===== src/rtl/atm_pkg.sv =====
// Shared types for the ATM session controller: FSM states, menu op codes, error codes.
package atm_pkg;

    localparam int unsigned STATE_W = 4;

    typedef enum logic [STATE_W-1:0] {
        IDLE   = 4'd0,
        SCAN   = 4'd1,
        PIN    = 4'd2,
        MENU   = 4'd3,
        WDRAW  = 4'd4,
        SHOW   = 4'd5,
        DEP    = 4'd6,
        DONE   = 4'd7,
        NEXT   = 4'd8,
        ERROR  = 4'd9,
        RETAIN = 4'd10
    } atm_state_t;

    typedef enum logic [1:0] {
        OP_INV   = 2'b00,
        OP_WDRAW = 2'b01,
        OP_SHOW  = 2'b10,
        OP_DEP   = 2'b11
    } atm_op_t;

    typedef enum logic [1:0] {
        ERR_NONE    = 2'b00,
        ERR_AUTH    = 2'b01,
        ERR_FUNDS   = 2'b10,
        ERR_TIMEOUT = 2'b11
    } atm_err_t;

endpackage


===== src/rtl/atm_timeout_ctr.sv =====
// Idle-cycle counter for the waiting states; expire flags the last allowed idle cycle.
module atm_timeout_ctr #(
    parameter int unsigned TIMEOUT_CYC = 1024
) (
    input  logic clk,
    input  logic rst,
    input  logic clear,
    input  logic enable,
    output logic expire
);

    localparam int unsigned CNT_W = (TIMEOUT_CYC > 1) ? $clog2(TIMEOUT_CYC) : 1;

    logic [CNT_W-1:0] count;

    // Saturates at the expiry value so a held enable never wraps.
    always_ff @(posedge clk) begin
        if (!rst) begin
            count <= '0;
        end else if (clear) begin
            count <= '0;
        end else if (enable && !expire) begin
            count <= count + CNT_W'(1);
        end
    end

    assign expire = enable && (count == CNT_W'(TIMEOUT_CYC - 1));

endmodule


===== src/rtl/atm_session_ctrl.sv =====
// ATM session controller: card/PIN/menu/transaction FSM owning the account balance.
module atm_session_ctrl
    import atm_pkg::*;
#(
    parameter int unsigned BAL_W       = 12,
    parameter int unsigned AMT_W       = 8,
    parameter int unsigned PIN_W       = 16,
    parameter int unsigned MAX_TRIES   = 3,
    parameter int unsigned TIMEOUT_CYC = 1024
) (
    input  logic             clk,
    input  logic             rst,
    input  logic             card_in,
    input  logic             card_ok,
    input  logic             pin_valid,
    input  logic [PIN_W-1:0] pin,
    input  logic [PIN_W-1:0] pin_ref,
    input  logic             op_valid,
    input  logic [1:0]       op,
    input  logic [AMT_W-1:0] amt,
    input  logic             more,
    input  logic             bal_load,
    input  logic [BAL_W-1:0] bal_init,
    output logic [BAL_W-1:0] balance,
    output logic [3:0]       state,
    output logic [1:0]       err,
    output logic             done,
    output logic             card_retained
);

    localparam int unsigned TRY_W = $clog2(MAX_TRIES + 1);

    atm_state_t       cur_st, nxt_st;
    logic [TRY_W-1:0] tries, tries_nxt, tries_inc;
    logic [AMT_W-1:0] amt_q, amt_nxt;
    logic [BAL_W-1:0] bal_nxt;
    logic [1:0]       err_nxt;
    logic             done_nxt, ret_nxt;
    logic [BAL_W:0]   dep_sum;
    logic             pin_match, last_try, wd_ok, dep_carry;
    logic             waiting, strobe_acc, expire, tmr_clear;

    assign pin_match = (pin == pin_ref);
    assign tries_inc = tries + TRY_W'(1);
    assign last_try  = (tries_inc == TRY_W'(MAX_TRIES));
    assign wd_ok     = (BAL_W'(amt_q) <= balance);
    assign dep_sum   = {1'b0, balance} + (BAL_W + 1)'(amt_q);
    assign dep_carry = dep_sum[BAL_W];

    assign waiting    = (cur_st == PIN) || (cur_st == MENU) || (cur_st == NEXT);
    assign strobe_acc = ((cur_st == PIN) && pin_valid) ||
                        (((cur_st == MENU) || (cur_st == NEXT)) && op_valid);
    assign tmr_clear  = (nxt_st != cur_st) || strobe_acc;

    atm_timeout_ctr #(
        .TIMEOUT_CYC (TIMEOUT_CYC)
    ) u_timeout (
        .clk    (clk),
        .rst    (rst),
        .clear  (tmr_clear),
        .enable (waiting),
        .expire (expire)
    );

    // State and datapath registers; reset mid-session drops everything including balance.
    always_ff @(posedge clk) begin
        if (!rst) begin
            cur_st        <= IDLE;
            balance       <= '0;
            err           <= ERR_NONE;
            done          <= 1'b0;
            card_retained <= 1'b0;
            tries         <= '0;
            amt_q         <= '0;
        end else begin
            cur_st        <= nxt_st;
            balance       <= bal_nxt;
            err           <= err_nxt;
            done          <= done_nxt;
            card_retained <= ret_nxt;
            tries         <= tries_nxt;
            amt_q         <= amt_nxt;
        end
    end

    assign state = cur_st;

    // Next-state; a strobe always takes priority over a coincident timeout.
    always_comb begin
        nxt_st = cur_st;
        case (cur_st)
            IDLE:   if (card_in && !card_retained) nxt_st = SCAN;
            SCAN:   nxt_st = card_ok ? PIN : ERROR;
            PIN: begin
                if (pin_valid) begin
                    if (pin_match)     nxt_st = MENU;
                    else if (last_try) nxt_st = RETAIN;
                end else if (expire) begin
                    nxt_st = ERROR;
                end
            end
            MENU: begin
                if (op_valid) begin
                    case (op)
                        OP_WDRAW: nxt_st = WDRAW;
                        OP_SHOW:  nxt_st = SHOW;
                        OP_DEP:   nxt_st = DEP;
                        default:  nxt_st = ERROR;
                    endcase
                end else if (expire) begin
                    nxt_st = ERROR;
                end
            end
            WDRAW:  nxt_st = wd_ok ? DONE : ERROR;
            SHOW:   nxt_st = DONE;
            DEP:    nxt_st = dep_carry ? ERROR : DONE;
            DONE:   nxt_st = NEXT;
            NEXT: begin
                if (op_valid)    nxt_st = more ? MENU : IDLE;
                else if (expire) nxt_st = ERROR;
            end
            ERROR:  nxt_st = IDLE;
            RETAIN: nxt_st = IDLE;
            default: nxt_st = IDLE;
        endcase
    end

    // Register next-values; balance only moves on a legal withdraw/deposit or an IDLE load.
    always_comb begin
        bal_nxt   = balance;
        err_nxt   = err;
        tries_nxt = tries;
        amt_nxt   = amt_q;
        done_nxt  = (nxt_st == DONE);
        ret_nxt   = card_retained || (nxt_st == RETAIN);
        case (cur_st)
            IDLE: begin
                if (bal_load) bal_nxt = bal_init;
                if (nxt_st == SCAN) begin
                    err_nxt   = ERR_NONE;
                    tries_nxt = '0;
                end
            end
            SCAN: if (!card_ok) err_nxt = ERR_AUTH;
            PIN: begin
                if (pin_valid) begin
                    if (pin_match) begin
                        tries_nxt = '0;
                    end else begin
                        tries_nxt = tries_inc;
                        err_nxt   = ERR_AUTH;
                    end
                end else if (expire) begin
                    err_nxt = ERR_TIMEOUT;
                end
            end
            MENU: begin
                if (op_valid) begin
                    amt_nxt = amt;
                    if (op == OP_INV) err_nxt = ERR_AUTH;
                end else if (expire) begin
                    err_nxt = ERR_TIMEOUT;
                end
            end
            WDRAW: begin
                if (wd_ok) bal_nxt = balance - BAL_W'(amt_q);
                else       err_nxt = ERR_FUNDS;
            end
            DEP: begin
                if (dep_carry) err_nxt = ERR_FUNDS;
                else           bal_nxt = dep_sum[BAL_W-1:0];
            end
            NEXT: if (!op_valid && expire) err_nxt = ERR_TIMEOUT;
            default: ;
        endcase
    end

endmodule


===== config.mk =====
export PLATFORM = sky130hd
export DESIGN_NAME = atm_session_ctrl
export DESIGN_NICKNAME = d
export VERILOG_FILES = /design/src/rtl/atm_pkg.sv /design/src/rtl/atm_timeout_ctr.sv /design/src/rtl/atm_session_ctrl.sv
export SDC_FILE = /design/constraint.sdc
export NUM_CORES = 1
export LEC_CHECK = 0
export ABC_AREA = 0
export CAP_MARGIN = 10
export CORE_ASPECT_RATIO = 0.8
export CORE_MARGIN = 4
export CORE_UTILIZATION = 54
export DETAILED_ROUTE_END_ITERATION = 16
export GPL_ROUTABILITY_DRIVEN = 0
export MAX_ROUTING_LAYER = met4
export PLACE_DENSITY_LB_ADDON = 0.1
export SLEW_MARGIN = 40
export SYNTH_ARGS = -nofsm -noshare
export SYNTH_HDL_FRONTEND = slang
export SYNTH_SLANG_ARGS = --single-unit
export TNS_END_PERCENT = 20

===== constraint.sdc =====
create_clock -name clk -period 4.7 [get_ports clk]
set_input_delay 1.175 -clock clk [delete_from_list [all_inputs] [get_ports clk]]
set_output_delay 1.175 -clock clk [all_outputs]
set_load 0.05 [all_outputs]

==> summary.txt <==
Outcome: completed
Final setup margin: 1410 ps
Flop pwr share: 32.6%
Crit. End Element: flip-flop
Initial drt markers: 256
Num rows: 25
Cell Pwr Density: 295 nW/um2
Starting Density: 55.9%
Non-Filler Instances: 572
Cts repair resizes: 0
Crit path to: u_timeout.count[8]
Nets: 572
R2r startpoint: amt_q[5]
Power Internal: 0.758 mW
Vias in the first global route: 3315
Total Routing Usage GR: 26.8%
Post-place setup slack: 1120 ps
Worst reg-to-reg path cell count: 9
Fmax: 304 MHz
Routed len/inst: 16.6 um
Final min period: 3290 ps
Worst-path fanout max: 10
Final period util: 69.9%
Crit path DAT: 3520 ps
Routed wire length: 9480 um
Post-DRT Antenna Nets: 0
Slew Limit Headroom: 38.8%
MaxCap Viol Count: 0
Placeable Area: 5940 um2
HP Class: reg2reg
Port Buffers: 81
Placed inst area: 4140 um2
Pins Over Slew Limit: 0
Clk pwr share: 24.1%
Post-synthesis sequential area ratio: 24.1%
Syn-to-layout area delta: 28.0%
Yosys warns: 0
Fillers: 496
First-pass GRT wire length: 15600 um
Synth unique cells: 66
Switching Power: 0.499 mW
CP required: 4940 ps
Largest net degree at the start of global routing: 24
Inserted Diodes: 0
Worst-Skew Late Latency: 310 ps
Clock sink count: 40
Post-Place Cells: 564
Worst slew pin tran: 895 ps
Lkg Pwr: 1.58 nW
CTS max path bufs: 2
Post-layout instance area: 4260 um2
Switching Fraction: 39.7%
Clock root buffer: clkbuf_8
Setup TNS: 0 ps
Via density per instance: 5.96
Total vias in the final route: 3408
H-tree level count: 2
Clock Skews: 10.3 ps
Logic pwr share: 43.3%
Seq cells post-synth: 40
Die H: 78.2 um
Synth Flop Type: dfxtp_1
Mapped Area: 3320 um2
Max rail drop VDD: 0.000225 V
Setup violators final: 0
Mapped Cells: 422
GR Overflow Total: 0
Drt first pass iters: 5
Inserted Clock Buffers: 5
Synthesized Nets: 504
Syn avg cell area: 7.88 um2
I/O pin cnt: 82
Share of cells above drive strength 1: 6.31%
Post-CTS Hold Fix Bufs: 0
Worst setup path category: in2reg
Die area: 7480 um2
Flop2flop setup slack: 1660 ps
DP HPWL: 7060 um
CTS tree: yes
Post-synth EDFFs: 0
Endpoints failing hold: 0
Reg clk slew, reported paths: 90 ps
Initial antenna violation count: 0
Worst R2R End: balance[11]
Post CTS Setup Buffer Count: 0
RSZ-0062 raised after global routing: false
CP startpoint kind: input pin
Setup crit start: pin_ref[8]
Asr flop ratio synth: 0%
Die X: 95.7 um
# DRC: 0
[kinds of logic after synthesis]
group                    after synthesis  share of synthesized area [%]
flip-flops                            40                           24.1
AO/OA/AOI/OAI                        113                           23.8
multiplexers                           9                           2.71
AND/OR/NAND/NOR                      157                           25.7
XOR/XNOR                              34                           8.96
adder cells (fa/ha/maj)               20                           7.98
buffers and inverters                 49                           6.74
[how the worst min path moves through the flow]
stage          depth (start not counted)  endpoint  slack, ps      from
2_1_floorplan                          2  tries[0]        430  tries[0]
3_3_place_gp                           2  tries[0]        440  tries[0]
3_5_place_dp                           2  tries[0]        450  tries[0]
4_1_cts                                2  tries[0]        460  tries[0]
5_1_grt                                2  tries[0]        500  tries[0]
6_report                               2  tries[0]        460  tries[0]
[registers in the layout, summed over array words and instances (netlist names)]
signal and count:
u_timeout.count 10, card_retained 1, done 1, err 2, state 4, tries 2
amt_q 8, balance 12
[critical path: stages]
cell and delay (ps):
clkdlybuf4s50_1 430, xnor2_1 210, nand4_1 110, nor4_1 660, nor3b_1 270, nor4_4 240, o211ai_4 200, nor3b_2 220
[area by class of cell]
| class | count | area (um2) | area share, % |
|---|---|---|---|
| Tap cell | 81 | 101 | 2.38 |
| Multi-Input combinational cell | 333 | 2300 | 54.0 |
| Clock inverter | 3 | 46.3 | 1.09 |
| Clock buffer | 5 | 68.8 | 1.62 |
| Inverter | 24 | 90.1 | 2.12 |
| Sequential cell | 40 | 801 | 18.8 |
| Timing Repair Buffer | 86 | 848 | 19.9 |
[cells in the mapped netlist (3+ instances only)]
master    number  area [um2]
inv_1         23        86.3
o221ai_1       3        26.3
buf_2          8        40.0
a31oi_1        6        37.5
ha_1          18         225
nor3_1         9        45.0
nor2_1        45         169
a221oi_1       3        26.3
nor3b_2        5        62.6
and4_1         3        26.3
dfxtp_1       40         801
nand2b_1       6        37.5
and3_1         4        25.0
nor3b_1        4        30.0
o21bai_1       5        37.5
a21oi_1       25         125
mux2i_1        9        90.1
buf_4          6        45.0
clkbuf_1       9        33.8
a22oi_1        7        52.6
xor2_1         4        35.0
or3_1          3        18.8
a21o_1         3        22.5
nand3_1        8        40.0
nand2_1       37         139
nor4_1         3        18.8
or2_2          4        25.0
a221o_1        3        30.0
nor2b_1        3        18.8
o211ai_1       5        37.5
nand4_1       13        81.3
a211oi_1       9        67.6
o21ai_0       18        90.1
xnor2_1       30         263
[layout by cell type, fill, tap and decap left out, types with 7 or more instances in the layout]
cell and count:
clkdlybuf4s50_1 81, nor2_1 45, dfxtp_1 40, nand2_1 37, xnor2_1 30, a21oi_1 25, inv_1 23, o21ai_0 18
ha_1 18, nand4_1 13, a211oi_1 9, nor3_1 9, mux2i_1 9, nand3_1 8, a22oi_1 7
[power by group through the flow]
stage	registers [mW]	clock network (mW)	logic, mW
detailed placement	0.416	0	0.530
CTS	0.409	0.304	0.537
global placement	0.415	0	0.524
global route	0.416	0.318	0.589
finish	0.410	0.303	0.545
floorplan	0.466	0	0.326
[metrics by stage]
stage               total power [mW]  utilization (%)  hold WS, ps
floorplan                      0.791                -          432
global placement               0.939             69.7          438
detailed placement             0.947             69.7          451
CTS                             1.25             71.6          463
global route                    1.32             71.6          495
finish                          1.26             71.6          460
[layer usage]
layer / routed length (um) / GRT usage [%] / vias to the layer above
li1: - / - / 1664
met1: 4300 / 36.1 / 1585
met2: 4260 / 40.6 / 139
met3: 773 / 6.13 / 20
met4: 156 / 6.96 / 0
met5: 0 / - / -
Note: power is estimated with default switching activity, not from simulation.
